<file path="src/rtl/packet_check_if.sv">
// AXI-Stream bundle between the FIFO under test and the packet checker.
interface packet_check_if #(
    parameter int DW = 512
) ();
    logic [DW-1:0]   tdata;
    logic [DW/8-1:0] tkeep;
    logic            tlast;
    logic            tvalid;
    logic            tready;

    modport master (
        output tdata, tkeep, tlast, tvalid,
        input  tready
    );

    modport slave (
        input  tdata, tkeep, tlast, tvalid,
        output tready
    );
endinterface

</file>
<file path="src/rtl/packet_check.sv">
// AXI-Stream sink that checks the packet generator's test stream
// beat by beat and counts packets and errored beats.
module packet_check #(
    parameter int DW = 512
) (
    input  logic          clk,
    input  logic          resetn,
    input  logic          start,
    input  logic          throttle,
    packet_check_if.slave axis_in,
    output logic [31:0]   pkt_count,
    output logic [15:0]   err_count,
    output logic [3:0]    err_flags,
    output logic          busy
);
    localparam int DB = DW / 8;
    localparam int LB = $clog2(DB);

    typedef enum logic {
        IDLE,
        CHECK
    } state_t;

    state_t        state;
    state_t        state_n;
    logic [15:0]   lfsr;
    logic [15:0]   exp_data;
    logic [15:0]   cycle;
    logic [2:0]    plen_idx;
    logic [15:0]   len;
    logic [15:0]   beats;
    logic [15:0]   part;
    logic          exp_last;
    logic          accept;
    logic [DB-1:0] keep_exp;
    logic [3:0]    err;
    logic          lfsr_fb;

    always_comb begin
        len = 16'd0;
        unique case (plen_idx)
            3'd0: len = 16'd18;
            3'd1: len = 16'd128;
            3'd2: len = 16'd1021;
            3'd3: len = 16'd205;
            3'd4: len = 16'd12;
            3'd5: len = 16'd127;
            3'd6: len = 16'd329;
            3'd7: len = 16'd256;
        endcase
    end

    assign beats    = (len + 16'(DB - 1)) >> LB;
    assign part     = len & 16'(DB - 1);
    assign exp_last = (cycle == beats);

    always_comb begin
        keep_exp = '1;
        if (exp_last && part != 16'd0)
            keep_exp = ~({DB{1'b1}} << part);
    end

    assign axis_in.tready = (state == CHECK)
                          && (!throttle || lfsr[0]);
    assign accept = axis_in.tvalid && axis_in.tready;

    always_comb begin
        err    = 4'd0;
        err[0] = axis_in.tdata != {(DW/16){exp_data}};
        err[1] = axis_in.tkeep != keep_exp;
        err[2] = axis_in.tlast && (cycle < beats);
        err[3] = !axis_in.tlast && (cycle >= beats);
    end

    assign lfsr_fb = lfsr[0] ^ lfsr[2] ^ lfsr[3] ^ lfsr[5];

    always_ff @(posedge clk or negedge resetn) begin
        if (!resetn)
            state <= IDLE;
        else
            state <= state_n;
    end

    always_comb begin
        state_n = state;
        unique case (state)
            IDLE:  if (start) state_n = CHECK;
            CHECK: state_n = CHECK;
        endcase
    end

    always_ff @(posedge clk or negedge resetn) begin
        if (!resetn) begin
            lfsr      <= 16'hACE1;
            exp_data  <= 16'd1;
            cycle     <= 16'd1;
            plen_idx  <= 3'd0;
            pkt_count <= 32'd0;
            err_count <= 16'd0;
            err_flags <= 4'd0;
            busy      <= 1'b0;
        end else begin
            busy <= (state_n == CHECK);
            if (state == IDLE && start) begin
                exp_data <= 16'd1;
                plen_idx <= 3'd0;
                cycle    <= 16'd1;
            end
            if (state == CHECK)
                lfsr <= {lfsr_fb, lfsr[15:1]};
            if (accept) begin
                if (err != 4'd0) begin
                    if (err_count != 16'hFFFF)
                        err_count <= err_count + 16'd1;
                    err_flags <= err_flags | err;
                end
                // a data error resyncs to whatever the sender is on
                if (err[0])
                    exp_data <= axis_in.tdata[15:0] + 16'd1;
                else
                    exp_data <= exp_data + 16'd1;
                if (axis_in.tlast) begin
                    pkt_count <= pkt_count + 32'd1;
                    cycle     <= 16'd1;
                    plen_idx  <= plen_idx + 3'd1;
                end else if (cycle != 16'hFFFF) begin
                    cycle <= cycle + 16'd1;
                end
            end
        end
    end
endmodule

</file>
<file path="src/flat_wrapper.sv">
// flat-port wrapper written by rule: the top's interface ports become plain ports
module packet_check_flat 
#(
    parameter int DW = 512
)
  (clk, resetn, start, throttle, pkt_count, err_count, err_flags, busy, axis_in_tdata, axis_in_tkeep, axis_in_tlast, axis_in_tvalid, axis_in_tready);
  packet_check_if #(.DW(DW)) axis_in_i ();
  input  logic clk;
  input  logic resetn;
  input  logic start;
  input  logic throttle;
  output logic [31:0] pkt_count;
  output logic [15:0] err_count;
  output logic [3:0] err_flags;
  output logic busy;
  input wire logic [$bits(axis_in_i.tdata)-1:0] axis_in_tdata;
  input wire logic [$bits(axis_in_i.tkeep)-1:0] axis_in_tkeep;
  input wire logic [$bits(axis_in_i.tlast)-1:0] axis_in_tlast;
  input wire logic [$bits(axis_in_i.tvalid)-1:0] axis_in_tvalid;
  output wire logic [$bits(axis_in_i.tready)-1:0] axis_in_tready;
  assign axis_in_i.tdata = axis_in_tdata;
  assign axis_in_i.tkeep = axis_in_tkeep;
  assign axis_in_i.tlast = axis_in_tlast;
  assign axis_in_i.tvalid = axis_in_tvalid;
  assign axis_in_tready = axis_in_i.tready;
  packet_check #(.DW(DW)) u_core (.clk(clk), .resetn(resetn), .start(start), .throttle(throttle), .axis_in(axis_in_i), .pkt_count(pkt_count), .err_count(err_count), .err_flags(err_flags), .busy(busy));
endmodule
</file>
<file path="config.mk">
export PLATFORM = sky130hd
export DESIGN_NAME = packet_check_flat
export DESIGN_NICKNAME = d
export VERILOG_FILES = /design/src/rtl/packet_check_if.sv /design/src/rtl/packet_check.sv /design/src/flat_wrapper.sv
export SDC_FILE = /design/constraint.sdc
export NUM_CORES = 1
export LEC_CHECK = 0
export BUFFER_PORTS_ARGS = -buffer_cell sky130_fd_sc_hd__clkbuf_2
export CAP_MARGIN = 0
export CELL_PAD_IN_SITES_DETAIL_PLACEMENT = 0
export CELL_PAD_IN_SITES_GLOBAL_PLACEMENT = 1
export CORE_AREA = 4 4 248 250
export DETAILED_ROUTE_END_ITERATION = 8
export DIE_AREA = 0 0 252 254
export PLACE_DENSITY = 0.5
export SYNTH_ARGS = -nofsm -noshare
export SYNTH_HDL_FRONTEND = slang
export SYNTH_SLANG_ARGS = --single-unit
</file>
<file path="constraint.sdc">
create_clock -name clk -period 5.5 [get_ports clk]
set_input_delay 1.375 -clock clk [delete_from_list [all_inputs] [get_ports clk]]
set_output_delay 1.375 -clock clk [all_outputs]
set_load 0.02 [all_outputs]
</file>
# After elaboration in Yosys (flattened, before gate mapping)
# Memory sizes are Yosys's and may differ from the RTL's.
# Cells that the tools add are included.
# Widths: inputs -> output; s select.
[classes]
n_addsub = 7
n_lt_le_gt_ge = 2
n_eq_ne = 5
shifts = 1
mux = 13
n_bitwise = 6
n_reduce_logical = 15
[op_table]
columns = ["operator", "n"]
rows = [
  ["$ne 512x512->1", 1],
  ["$mux 16", 7],
  ["$add 16x1->16 const B", 4],
  ["$mux 64", 1],
  ["$ne 64x64->1", 1],
  ["$not 64->64", 1],
  ["$shl 64x6->64 const A", 1],
  ["$add 32x1->32 const B", 1],
  ["$ne 16x16->1 const B", 2],
  ["$add 16x6->16 const B", 1],
  ["$eq 16x10->1", 1],
  ["$ge 16x10->1", 1],
  ["$lt 16x10->1", 1],
  ["$reduce_bool 16->1", 1],
  ["$mux 3", 3],
  ["$logic_and 1x1->1", 6],
  ["$or 4x4->4", 1],
  ["$reduce_and 2->1", 2],
  ["$reduce_bool 4->1", 1],
  ["$add 3x1->3 const B", 1],
  ["$reduce_and 3->1", 1],
  ["$xor 1x1->1", 3],
  ["$logic_not 1->1", 2],
  ["$pmux 1 s2", 1],
  ["other kinds (4)", 4],
]
[word_totals]
register_bits = 104
rom_bits = 80
inputBits = 582
out_inout_bits = 54
elab_cells = 58
mem_count = 1
[memory_table]
columns = ["name", "depth", "width", "rd", "rd_ports_with_merged_regs", "write_ports", "line_no", "rtl"]
rows = [
  ["(no name shown)", 8, 10, 1, 0, 0, "packet_check.sv:41", "unique case (plen_idx)"],
]

# Longest topological paths before layout
# An unclocked memory read counts as a cell.
[logic_depth]
ltp_word = 8
ltp_mapped = 22

# Worst setup path before layout
# Ideal clock, no wire load.
[synth_timing]
kind = "register to register"
from = "register u_core.plen_idx[1]"
to = "register u_core.err_count[12]"
arrival_ns = 4.575
required_ns = 5.375
path_slack_ns = 0.800
stages_incl_launch_ff = 22
n_path_buf = 5
period_less_slack_ns = 4.700
path_cell_list = "dfrtp_1 -> clkbuf_1 -> inv_1 -> ha_1 -> clkbuf_1 -> xor2_1 -> nand2_1 -> o21ai_0 -> ha_1 -> nand3_1 -> or3_1 -> buf_6 -> or3_1 -> buf_2 -> or4_1 -> a211oi_1 -> nand4_1 -> nor4_4 -> and4_1 -> buf_6 -> nor2_2 -> mux2_4"
[synth_between]
elab_chain_cells = 8
elab_cells_between_ends = 15
[synth_lines]
columns = ["element", "line_no", "rtl"]
rows = [
  ["start, declared", "packet_check.sv:29", "logic [2:0] plen_idx;"],
  ["start signal, assigned", "packet_check.sv:125", "plen_idx <= plen_idx + 3'd1;"],
  ["$mem_v2 8x10 *", "-", ""],
  ["$add 16x6->16", "packet_check.sv:53", "assign beats = (len + 16'(DB - 1)) >> LB;"],
  ["$eq 16x10->1", "packet_check.sv:55", "assign exp_last = (cycle == beats);"],
  ["$logic_and 1x1->1", "packet_check.sv:59", "if (exp_last && part != 16'd0)"],
  ["$mux 64", "packet_check.sv:59", ""],
  ["$ne 64x64->1", "packet_check.sv:70", "err[1] = axis_in.tkeep != keep_exp;"],
  ["$reduce_bool 4->1 *", "packet_check.sv:112", "if (err != 4'd0) begin"],
  ["$reduce_and 3->1 (no line) *", "-", ""],
  ["end signal, assigned", "packet_check.sv:114", "err_count <= err_count + 16'd1;"],
  ["end, declared", "packet_check.sv:12", "output logic [15:0] err_count,"],
]
# Every way passes the cells marked *; elsewhere a longest branch is shown, timed or not.
# A chain may end at the register's enable or synchronous reset.

# Final worst setup path
[layout_timing]
from = "register u_core.plen_idx[0]"
to = "register u_core.err_count[14]"
# The elaborated chain is that of the path after synthesis.

==> results.toml <==
[worst_hold_path]
hold_path_class = "flop to flop"

[synthesis]
ys_top_cells_by_count = "nor3_1 (102), nand2_1 (100), nand3_1 (98), dfrtp_1 (94), xnor2_1 (86)"
syn-cell-area_mm2 = 0.0103
yosysTopAreaCell = "dfrtp_1"
ys_ff_latch = 104
netlist.area_leader.share_pct = 22.8
synth_flop_cell = "dfrtp_1"
synth.area.top_cells = "dfrtp_1 (23%), xnor2_1 (7.3%), xor2_1 (7.0%)"
ys_seq_area_share_pct = 25.3
synthCells = 1324
ys_warn_count = 0
yosysUniqueCellTypes = 68
async_reset_ff_share_pct = 100
syn_avg_cell_area_um2 = 7.80
yosysMostFrequentCell = "nor3_1"
synth_edf_count = 0
syn_nets = 1921

[clock_tree]
htreeDepth = 3
clock_tree.buffer_depth = 2
cts_made_buffers = 9
cts-root-buf = "clkbuf_16"
cts_tree = "yes"
path_clk_slew_ns = 0.08
holdBufCountCts = 0
cts.sinks = 104
clk_latency_ns = 0.38

[timing]
worst_pin_slew_ns = 1.02
slew_headroom_pct = 31.1
rsz0062_at_grt = "false"
hold_violations = 0
slew_violations = 0
skew_ns = 0.00919
layout_setup_ws_ns = 0.398
hold_slack_ns = 0.469
fin_crit_sh_pct = 92.8
max_freq_ghz = 0.196
fin_crit_ns = 5.10
setup_violations = 0

[floorplan]
dieArea_mm2 = 0.0640
core_mm2 = 0.0590
io_pins = 636
rows = 89
die_h_um = 254
die_w_um = 252
initial_utilization_pct = 17.5

[setup_path]
cp-start-kind = "flop"
worstPathRequired_ns = 5.77
criticalPathCategory = "flop to flop"
critical_path_arrival_ns = 5.37
cp_max_fo = 16
end_kind = "flop"

[outcome]
status = "complete, no violations"

[drt]
drtIter0Drc = 958
vias_per_cell = 4.80
drt_wl_total_um = 65500
drc = 0
vias = 13200
wl_per_cell_um = 23.9
drtPass1Iterations = 5
postRouteAntennaNets = 0

[cells_and_area]
synthToLayoutAreaGrowth_pct = 44.0
nets = 2537
drive_above_1_share_pct = 37.4

[grt]
grt_max_degree = 76
grt.total_usage_pct = 19.2
antenna_found_initial = 44
grt_pass1_vias = 13200
grt_pass1_wl_um = 89800
grt_overflow = 0

[placement]
port_buffers = 635
dp_hpwl_um = 56600
gp_routability_congestion = 0.921
dpl_worst_slack_ns = -0.206

[power]
power.density_mw_per_mm2 = 280
p_leak_nw = 6.77
ir_drop_v = 0.000148

[flow_run]
maxCapViolCount = 0
==> metal layers <==
layer	share of wire [%]	routed length, um	vias up	global-route usage (%)
met1	36	23900	6300	20.2
met3	5.8	3820	102	4.40
li1	-	-	6338	-
met2	54	35500	424	36.2
met4	3.4	2200	16	8.91
met5	0.16	103	-	0
==> report_power, final <==
part | total, mW | internal, mW | switching, mW
Sequential | 1.25 | 0.934 | 0.318
Combinational | 2.25 | 0.921 | 1.33
Clock | 0.665 | 0.326 | 0.339
Total | 4.16 | 2.18 | 1.98
==> cells by family (layout without fill, tap and decap cells) <==
group | after synthesis | in the layout | share of synthesized area (%)
and+or+nand+nor | 720 | 720 | 38.5
AOI/OAI and AO/OA | 191 | 191 | 12.2
xor gates and xnor gates | 168 | 168 | 14.3
DFF | 104 | 104 | 25.3
buffers and inverters | 78 | 699 | 3.01
muxes | 48 | 48 | 4.92
adders and majority gates | 15 | 15 | 1.82
other | 0 | 28 | 0
==> what timing repair did <==
action | in CTS | in global routing
endpoints found under the setup margin | 1 | 14
buffers inserted | 0 | 0
resized for setup | 1 | 3
hold endpoints to repair | 0 | 0
==> flip-flops by register name, indices dropped and copies added (netlist names) <==
name,flops
u_core.err_flags,4
u_core.err_count,16
u_core.plen_idx,3
u_core.pkt_count,32
u_core.state,1
u_core.lfsr,16
u_core.cycle,16
u_core.exp_data,16
==> worst max-delay path, stage by stage, from the launching register on <==
cell      delay [ns]
dfrtp_1         0.40
inv_1           0.15
ha_1            0.27
nor2b_1         0.37
a21oi_1         0.09
xor2_1          0.16
ha_1            0.29
nand3_1         0.12
or3_1           0.50
or3_4           0.53
or4_1           0.50
a211oi_1        0.25
nand4_1         0.21
nor4_4          0.33
nand3_1         0.28
nand4_1         0.19
mux2_2          0.34
==> cell type report <==
class                      instances  area (um^2)
timing repair buffer             672         3470
clock buffer                      10          239
sequential                       104         2620
clock inverter                     6         50.0
inverter                          11         41.3
antenna                           28         70.1
fill                            6722        44200
tap                              773          967
multi-input combinational       1142         7410
==> layout by cell type (no fill, tap or decap), types with 25 or more instances in the layout <==
cell and n:
dfrtp_1 92, o22ai_1 27, nor2_1 71, buf_4 37, or4_1 48, nor4_1 55
clkbuf_2 634, mux2i_1 29, nand4_1 84, diode_2 28, nor3_1 102, nand2_1 100
xnor2_1 86, xor2_1 82, a21oi_1 25, and3_1 78, o21ai_0 48, nand3_1 98
==> per-stage QoR <==
step | instance area (um^2) | total power [mW] | cells | util [%] | TNS [ns]
floorplan | 10300 | 2.51 | 1324 | - | 0
global placement | 14500 | 3.51 | 2702 | 24.6 | -0.431
detailed placement | 14500 | 3.50 | 2702 | 24.6 | -0.479
CTS | 14800 | 4.19 | 2718 | 25.0 | 0
global route | 14900 | 4.49 | 2744 | 25.2 | 0
finish | 14900 | 4.16 | 2746 | 25.2 | 0
==> final timing paths <==
path | startpoint | end | slack [ns] | cells past startpoint
hold / removal | u_core.err_flags[3] | u_core.err_flags[3] | 0.47 | 1
max in group asynchronous | resetn | u_core.exp_data[0] | 3.26 | 2
hold reg to reg | u_core.err_flags[3] | u_core.err_flags[3] | 0.47 | 1
setup reg to reg | u_core.plen_idx[0] | u_core.err_count[14] | 0.40 | 16
setup / recovery | u_core.plen_idx[0] | u_core.err_count[14] | 0.40 | 16
min in group asynchronous | resetn | u_core.pkt_count[11] | 1.16 | 1
No activity file was read; power rests on OpenSTA's default activity.
